[src/rtl/uart_tx_fifo.sv]
// uart_tx_fifo
//   Transmit-side byte buffer and launch controller. Host bytes are queued in
//   a circular FIFO and handed to the UART transmitter one at a time: the
//   controller pulses tx_start with the byte on din, then waits for
//   tx_done_tick before it launches the next byte.
//
// Ports
//   clk           system clock, rising edge
//   reset         asynchronous, active-high reset
//   wr_en         host write strobe
//   wr_data       byte to enqueue when wr_en=1
//   tx_done_tick  one-cycle pulse from the transmitter at end of stop bit
//   tx_start      one-cycle registered launch pulse to the transmitter
//   din           registered byte being launched; held until next launch
//   full          occupancy equals 2^ADDR_W
//   empty         occupancy equals 0
//   count         current occupancy, 0 .. 2^ADDR_W
//   busy          a launched byte is still in the transmitter
//   overflow      sticky; set when a write is dropped on a full FIFO
module uart_tx_fifo #(
  parameter int unsigned DBIT   = 8,
  parameter int unsigned ADDR_W = 4
) (
  input  logic              clk,
  input  logic              reset,
  input  logic              wr_en,
  input  logic [DBIT-1:0]   wr_data,
  input  logic              tx_done_tick,
  output logic              tx_start,
  output logic [DBIT-1:0]   din,
  output logic              full,
  output logic              empty,
  output logic [ADDR_W:0]   count,
  output logic              busy,
  output logic              overflow
);

  localparam int unsigned       DEPTH     = 1 << ADDR_W;
  localparam logic [ADDR_W:0]   DEPTH_CNT = (ADDR_W+1)'(DEPTH);

  typedef enum logic {
    IDLE = 1'b0,
    BUSY = 1'b1
  } state_t;

  state_t             state_q, state_d;
  logic [DBIT-1:0]    mem_q [DEPTH];
  logic [ADDR_W-1:0]  wr_ptr_q, wr_ptr_d;
  logic [ADDR_W-1:0]  rd_ptr_q, rd_ptr_d;
  logic [ADDR_W:0]    count_q, count_d;
  logic               tx_start_q, tx_start_d;
  logic [DBIT-1:0]    din_q, din_d;
  logic               overflow_q, overflow_d;

  logic               full_w, empty_w;
  logic               wr_accept;
  logic               pop;

  assign full_w  = (count_q == DEPTH_CNT);
  assign empty_w = (count_q == '0);

  // A write on a full FIFO is refused even if a pop frees a slot on the
  // same edge; the full decision is made on the pre-edge occupancy.
  assign wr_accept = wr_en & ~full_w;

  // The byte leaves the FIFO at launch time, not when transmission ends.
  assign pop = (state_q == IDLE) & ~empty_w;

  // Launch FSM, read pointer and output registers.
  always_comb begin
    state_d    = state_q;
    tx_start_d = 1'b0;
    din_d      = din_q;
    rd_ptr_d   = rd_ptr_q;
    case (state_q)
      IDLE: begin
        if (pop) begin
          state_d    = BUSY;
          tx_start_d = 1'b1;
          din_d      = mem_q[rd_ptr_q];
          rd_ptr_d   = rd_ptr_q + 1'b1;
        end
      end
      BUSY: begin
        if (tx_done_tick) begin
          state_d = IDLE;
        end
      end
      default: state_d = IDLE;
    endcase
  end

  // Write pointer, occupancy and overflow bookkeeping.
  always_comb begin
    wr_ptr_d   = wr_ptr_q;
    count_d    = count_q;
    overflow_d = overflow_q | (wr_en & full_w);
    if (wr_accept) begin
      wr_ptr_d = wr_ptr_q + 1'b1;
    end
    case ({wr_accept, pop})
      2'b10:   count_d = count_q + 1'b1;
      2'b01:   count_d = count_q - 1'b1;
      default: count_d = count_q;
    endcase
  end

  always_ff @(posedge clk or posedge reset) begin
    if (reset) begin
      state_q    <= IDLE;
      wr_ptr_q   <= '0;
      rd_ptr_q   <= '0;
      count_q    <= '0;
      tx_start_q <= 1'b0;
      din_q      <= '0;
      overflow_q <= 1'b0;
    end else begin
      state_q    <= state_d;
      wr_ptr_q   <= wr_ptr_d;
      rd_ptr_q   <= rd_ptr_d;
      count_q    <= count_d;
      tx_start_q <= tx_start_d;
      din_q      <= din_d;
      overflow_q <= overflow_d;
    end
  end

  // Storage array carries no reset; stale contents are never read because
  // occupancy gates every pop.
  always_ff @(posedge clk) begin
    if (wr_accept) begin
      mem_q[wr_ptr_q] <= wr_data;
    end
  end

  assign tx_start = tx_start_q;
  assign din      = din_q;
  assign full     = full_w;
  assign empty    = empty_w;
  assign count    = count_q;
  assign busy     = (state_q == BUSY);
  assign overflow = overflow_q;

endmodule

[config.mk]
export PLATFORM = sky130hd
export DESIGN_NAME = uart_tx_fifo
export DESIGN_NICKNAME = d
export VERILOG_FILES = /design/src/rtl/uart_tx_fifo.sv
export SDC_FILE = /design/constraint.sdc
export NUM_CORES = 1
export LEC_CHECK = 0
export ABC_CLOCK_PERIOD_IN_PS = 2500
export CAP_MARGIN = 10
export CORE_MARGIN = 1
export CORE_UTILIZATION = 35
export CTS_BUF_LIST = sky130_fd_sc_hd__clkbuf_8 sky130_fd_sc_hd__clkbuf_16
export DETAILED_ROUTE_END_ITERATION = 10
export PLACE_DENSITY = 0.58
export SYNTH_ARGS = -nofsm -noshare
export SYNTH_HDL_FRONTEND = slang
export SYNTH_SLANG_ARGS = --single-unit
[constraint.sdc]
create_clock -name clk -period 2.5 [get_ports clk]
set_input_delay 0.25 -clock clk [delete_from_list [all_inputs] [get_ports clk]]
set_output_delay 0.25 -clock clk [all_outputs]
set_load 0.03 [all_outputs]
### Word-level counts from Yosys, hierarchy flattened

Memories as Yosys holds them, arrays and structs flattened. A register that Yosys moved wholly into a read port is not among the register bits.
Index checks and enable logic that the tools add are counted.

| operators by class | value |
|---|---|
| add/sub/neg operators | 4 |
| multiply operators | 0 |
| div/mod/pow operators | 0 |
| magnitude comparators | 0 |
| equality and inequality tests | 3 |
| shift-type cells | 0 |
| multiplexer cells | 7 |
| bitwise logic cells | 7 |
| reductions and logical operators | 3 |

Operators by type and width:

| cell | count |
|---|---|
| one-hot mux 5 bit (2 select lines) | 1 |
| adder 4 x 1 -> 4 bit (second input constant) | 2 |
| adder 5 x 1 -> 5 bit (second input constant) | 1 |
| equality test 5 bit (second input constant) | 1 |
| logical NOT 5 bit | 1 |
| two-way mux 1 bit | 5 |
| subtractor 5 x 1 -> 5 bit (second input constant) | 1 |
| bitwise AND 1 bit | 3 |
| NOT 1 bit | 3 |
| equality test 2 x 1 -> 1 bit (second input constant) | 1 |
| equality test 2 bit (second input constant) | 1 |
| one-hot mux 1 bit (2 select lines) | 1 |
| AND reduction 2 bit | 1 |
| nonzero test 2 bit | 1 |
| OR 1 bit | 1 |

| word-level totals | value |
|---|---|
| flip-flop bits (word level) | 16 |
| bits in latches | 0 |
| memory bits (writable) | 128 |
| bits in read-only memories | 0 |
| input bits | 12 |
| output and inout bits | 18 |
| memories kept | 1 |

Memory list:

| name | words | bits a word | read ports | clocked after Yosys merged registers in | wr ports | RTL line | source |
|---|---|---|---|---|---|---|---|
| mem_q | 16 | 8 | 1 | 1 | 1 | 47 | `logic [DBIT-1:0] mem_q [DEPTH];` |

### Longest topological paths before layout

| depth | value |
|---|---|
| word-level depth | 5 |
| mapped depth | 13 |

### Worst setup path before layout

No wires, ideal clock.

| timing path | value |
|---|---|
| kind | reg2reg |
| start | reg count_q[1], in the netlist count[1] |
| end | reg count_q[4], in the netlist count[4] |
| setup time | 0.137 ns |
| arrival | 2.868 ns |
| data required time | 2.363 ns |
| path slack | -0.505 ns |
| cell stages (with the launch flop) | 13 |
| path buffers | 1 |
| period minus slack after synthesis | 3.005 ns |
| cell sequence | dfrtp_1 -> nor4_2 -> nor2b_4 -> or2_4 -> buf_4 -> inv_1 -> ha_1 -> ha_1 -> nor2b_1 -> o21ai_1 -> a21oi_1 -> or3b_1 -> xnor2_1 |

| on the way | value |
|---|---|
| word-level cells in the longest chain between the ends | 5 |
| elaborated cells between the ends (all ways) | 12 |
| those cells by class | add/sub: 2; eq/ne: 3; mux: 1; bitwise: 4; reduce/logical: 2 |

Ends and longest elaborated chain:

| what | RTL line | source |
|---|---|---|
| start, declared | 50 | `logic [ADDR_W:0] count_q, count_d;` |
| start signal, assigned | 121 | `count_q <= count_d;` |
| logical NOT 5 bit * | 60 | `assign empty_w = (count_q == '0);` |
| net empty | 32 | `output logic empty,` |
| NOT 1 bit * | 67 | `assign pop = (state_q == IDLE) & ~empty_w;` |
| bitwise AND 1 bit * | 67 |  |
| equality test 2 x 1 -> 1 bit or equality test 2 bit (tied branches) | 101 | `case ({wr_accept, pop})` |
| one-hot mux 5 bit (2 select lines) or nonzero test 2 bit (tied branches) | n/a |  |

The timed path passes the listed nets; every way through them passes the cells marked *.
A chain may end at the register's enable or synchronous reset.

### Worst setup path after layout

| timing path | value |
|---|---|
| start | reg count_q[2], in the netlist count[2] |
| end | reg count_q[4], in the netlist count[4] |

| on the way | value |
|---|---|
| word-level cells in the longest chain between the ends | 5 |
| elaborated cells between the ends (all ways) | 12 |
| those cells by class | add/sub: 2; eq/ne: 3; mux: 1; bitwise: 4; reduce/logical: 2 |

Ends and longest elaborated chain:

| what | RTL line |
|---|---|
| equality test 5 bit or logical NOT 5 bit (tied branches) | 59, 60 |
| NOT 1 bit (on tied branches) | 64, 67 |
| bitwise AND 1 bit (on tied branches) | 64, 67 |
| equality test 2 x 1 -> 1 bit or equality test 2 bit (tied branches) | 101 |
| one-hot mux 5 bit (2 select lines) or nonzero test 2 bit (tied branches) | n/a |

Parallel ways exist; a longest one is shown, timed or not.

==> impl_metrics.toml <==
[detailed_routing]
vias = 3010
antenna_left = 0
finalWirelength_mm = 11.5
drc = 0
viasPerCell = 4.92
dr.pass1.iters = 4
wire_per_inst_um = 18.9
drt_iter0_drc = 165

[layout]
drive_above_1_share_pct = 27.8
n_antenna_cell = 0
finalNetCount = 401
area_growth_syn_to_layout_pct = 22.4
fin_cells = 612
final_cell_mix = "edfxtp_1 (128), mux4_2 (30), buf_4 (30)"
final_common_cell = "edfxtp_1"
fin_area_um2 = 7460

[sta]
timing.hold.ws_ns = 0.355
fin_crit_ns = 2.47
setup_viol = 0
final.setup_skew_ns = 0.00885
fmax_mhz = 405
rsz0062_at_grt = "true"
post-route-period-util_pct = 98.8
hold_viol_final = 0
tns_ns = 0
worst_pin_slew_ns = 0.948
slew_headroom_pct = 36.8
drv_slew = 0

[clocking]
cts.sink_count = 152
hold_buffers = 0
cts.path.max_buffers = 2
clk_pin_slew_ns = 0.06
cts_buffers = 17
htreeDepth = 4
cts_root_buf = "clkbuf_16"
clock_latency_ns = 0.42
cts_tree = "done"

[global_route]
grt_pass1_wl_mm = 18.4
grt-ovfl-total = 0
grt_pass1_vias = 3228
antenna_found_initial = 0
grt_max_degree = 36
grt.total_usage_pct = 14.5

[synthesis]
yosysWarnings = 0
synth.cell_area_um2 = 6090
avgSynthCellArea_um2 = 19.3
synth.area.top_cells = "edfxtp_1 (63%), mux4_2 (11%), dfrtp_1 (9.9%)"
yosysTopAreaCell = "edfxtp_1"
synth_mux_area_share_pct = 14.7
yosys_register_bits = 152
synth_cell_types = 36
synthesis.nets = 338
synth-xor-area-share_pct = 1.44
synth_top_cell_area_share_pct = 63.1
synth_top_family_by_area = "multiplexers"
synthCells = 316
synth_adder_area_share_pct = 2.18
yosys.area_share.simple_pct = 4.09
synth_compound_area_share_pct = 1.97
ys_seq_area_share_pct = 72.9

[floorplan]
fp.dieW_um = 134
die_area_um2 = 17900
die_height_um = 134
initial_core_util_pct = 36.2
core-area_um2 = 16800
row_count = 47
pin_count = 30

[job]
cap_viol_max_count = 0

[run_status]
status = "complete, no violations"

[worst_setup_path]
end_kind = "flop"
critPathKind = "flop to flop"
startpoint = "count[2]"
r2r_cells = 11
r2r_end = "count[4]"
crit_arrival_ns = 2.77
r2r-start = "count[2]"
r2r_slack_ns = 0.03
path_max_fanout = 3
critPathLaunchType = "flop"
required_ns = 2.80

[pwr]
vdd_ir_drop_max_v = 0.000672
power_density_nw_per_um2 = 1190
p_leak_nw = 2.61
p_total_mw = 8.90

[place]
port_buffers = 29
hpwl_mm = 7.14
placedCellCount = 578
routabilityCongestion = 0.701
place_area_um2 = 6810

[min_path]
hp-class = "input pin to async pin"
-- routing by layer --
layer  share of wire (%)  global-route usage, %
met1                  46                   18.9
met2                  49                   22.8
met3                 4.5                   4.50
met4                 1.3                   5.37
met5                   0                      0
-- where the power goes --
group	switching (mW)	leakage (nW)	internal, mW
combinational	1.49	0.870	1.35
sequential	0.220	1.44	3.16
clock	1.00	0.304	1.67
total	2.72	2.61	6.18
-- synth_stat cells (all sizes together) --
cell / count
o21ai: 5
nor2: 12
clkbuf: 2
buf: 14
nand3: 1
mux4: 32
dfrtp: 24
a21oi: 2
o221ai: 8
xor2: 2
nor4: 1
nand2b: 2
and2: 1
a21o: 2
nand4: 2
ha: 9
xnor2: 8
edfxtp: 128
fa: 1
mux2i: 17
nor2b: 2
nand2: 23
or3: 1
inv: 11
or3b: 1
nor3: 4
or2: 1
-- sequential cells by signal, indices dropped and copies added (netlist names) --
signal    count
overflow      1
count         5
din           8
wr_ptr_q      4
mem_q       128
busy          1
rd_ptr_q      4
tx_start      1
-- cell type report --
cell class                      count  area [µm²]
Tap cell                          220         275
Timing Repair Buffer               60         536
Clock buffer                       17         425
Inverter                           11        43.8
Clock inverter                     15         196
Fill cell                        1499        9360
Multi-Input combinational cell    137        1530
Sequential cell                   152        4450
-- kinds of logic after synthesis --
family,count (synthesis)
DFF,152
xor gates and xnor gates,10
and+or+nand+nor,51
buffers and inverters,27
AOI/OAI and AO/OA,17
muxes,49
adders and majority gates,10
-- worst max-delay path, stage by stage, from the launching register on --
cell,delay (ns)
dfrtp_2,0.41
nor4_4,0.29
nor2b_4,0.19
or2_4,0.13
inv_2,0.04
ha_4,0.17
buf_4,0.14
ha_1,0.29
o21ai_1,0.12
a21oi_1,0.09
or3b_1,0.36
xnor2_1,0.13
-- repair_timing --
item	4_1_cts	5_1_grt
buffers inserted	1	1
pin swaps	4	6
resized for setup	3	1
setup endpoints to repair	1	1
-- how the worst max path moves through the flow --
stage	end	slack, ns	depth (start not counted)
2_1_floorplan	count[4]	-0.31	12
3_3_place_gp	count[4]	-0.04	12
3_5_place_dp	count[4]	-0.09	12
4_1_cts	count[4]	0.0008	12
5_1_grt	count[4]	-0.11	12
6_report	count[4]	0.03	11
-- per-stage QoR --
step | worst slack, ns | util, %
5_1_grt | -0.110 | 44.3
3_5_place_dp | -0.0856 | 40.5
3_3_place_gp | -0.0377 | 40.5
2_1_floorplan | -0.310 | -
6_report | 0.0303 | 44.3
4_1_cts | 0.000806 | 44.3
No activity file was read; power rests on OpenSTA's default activity.
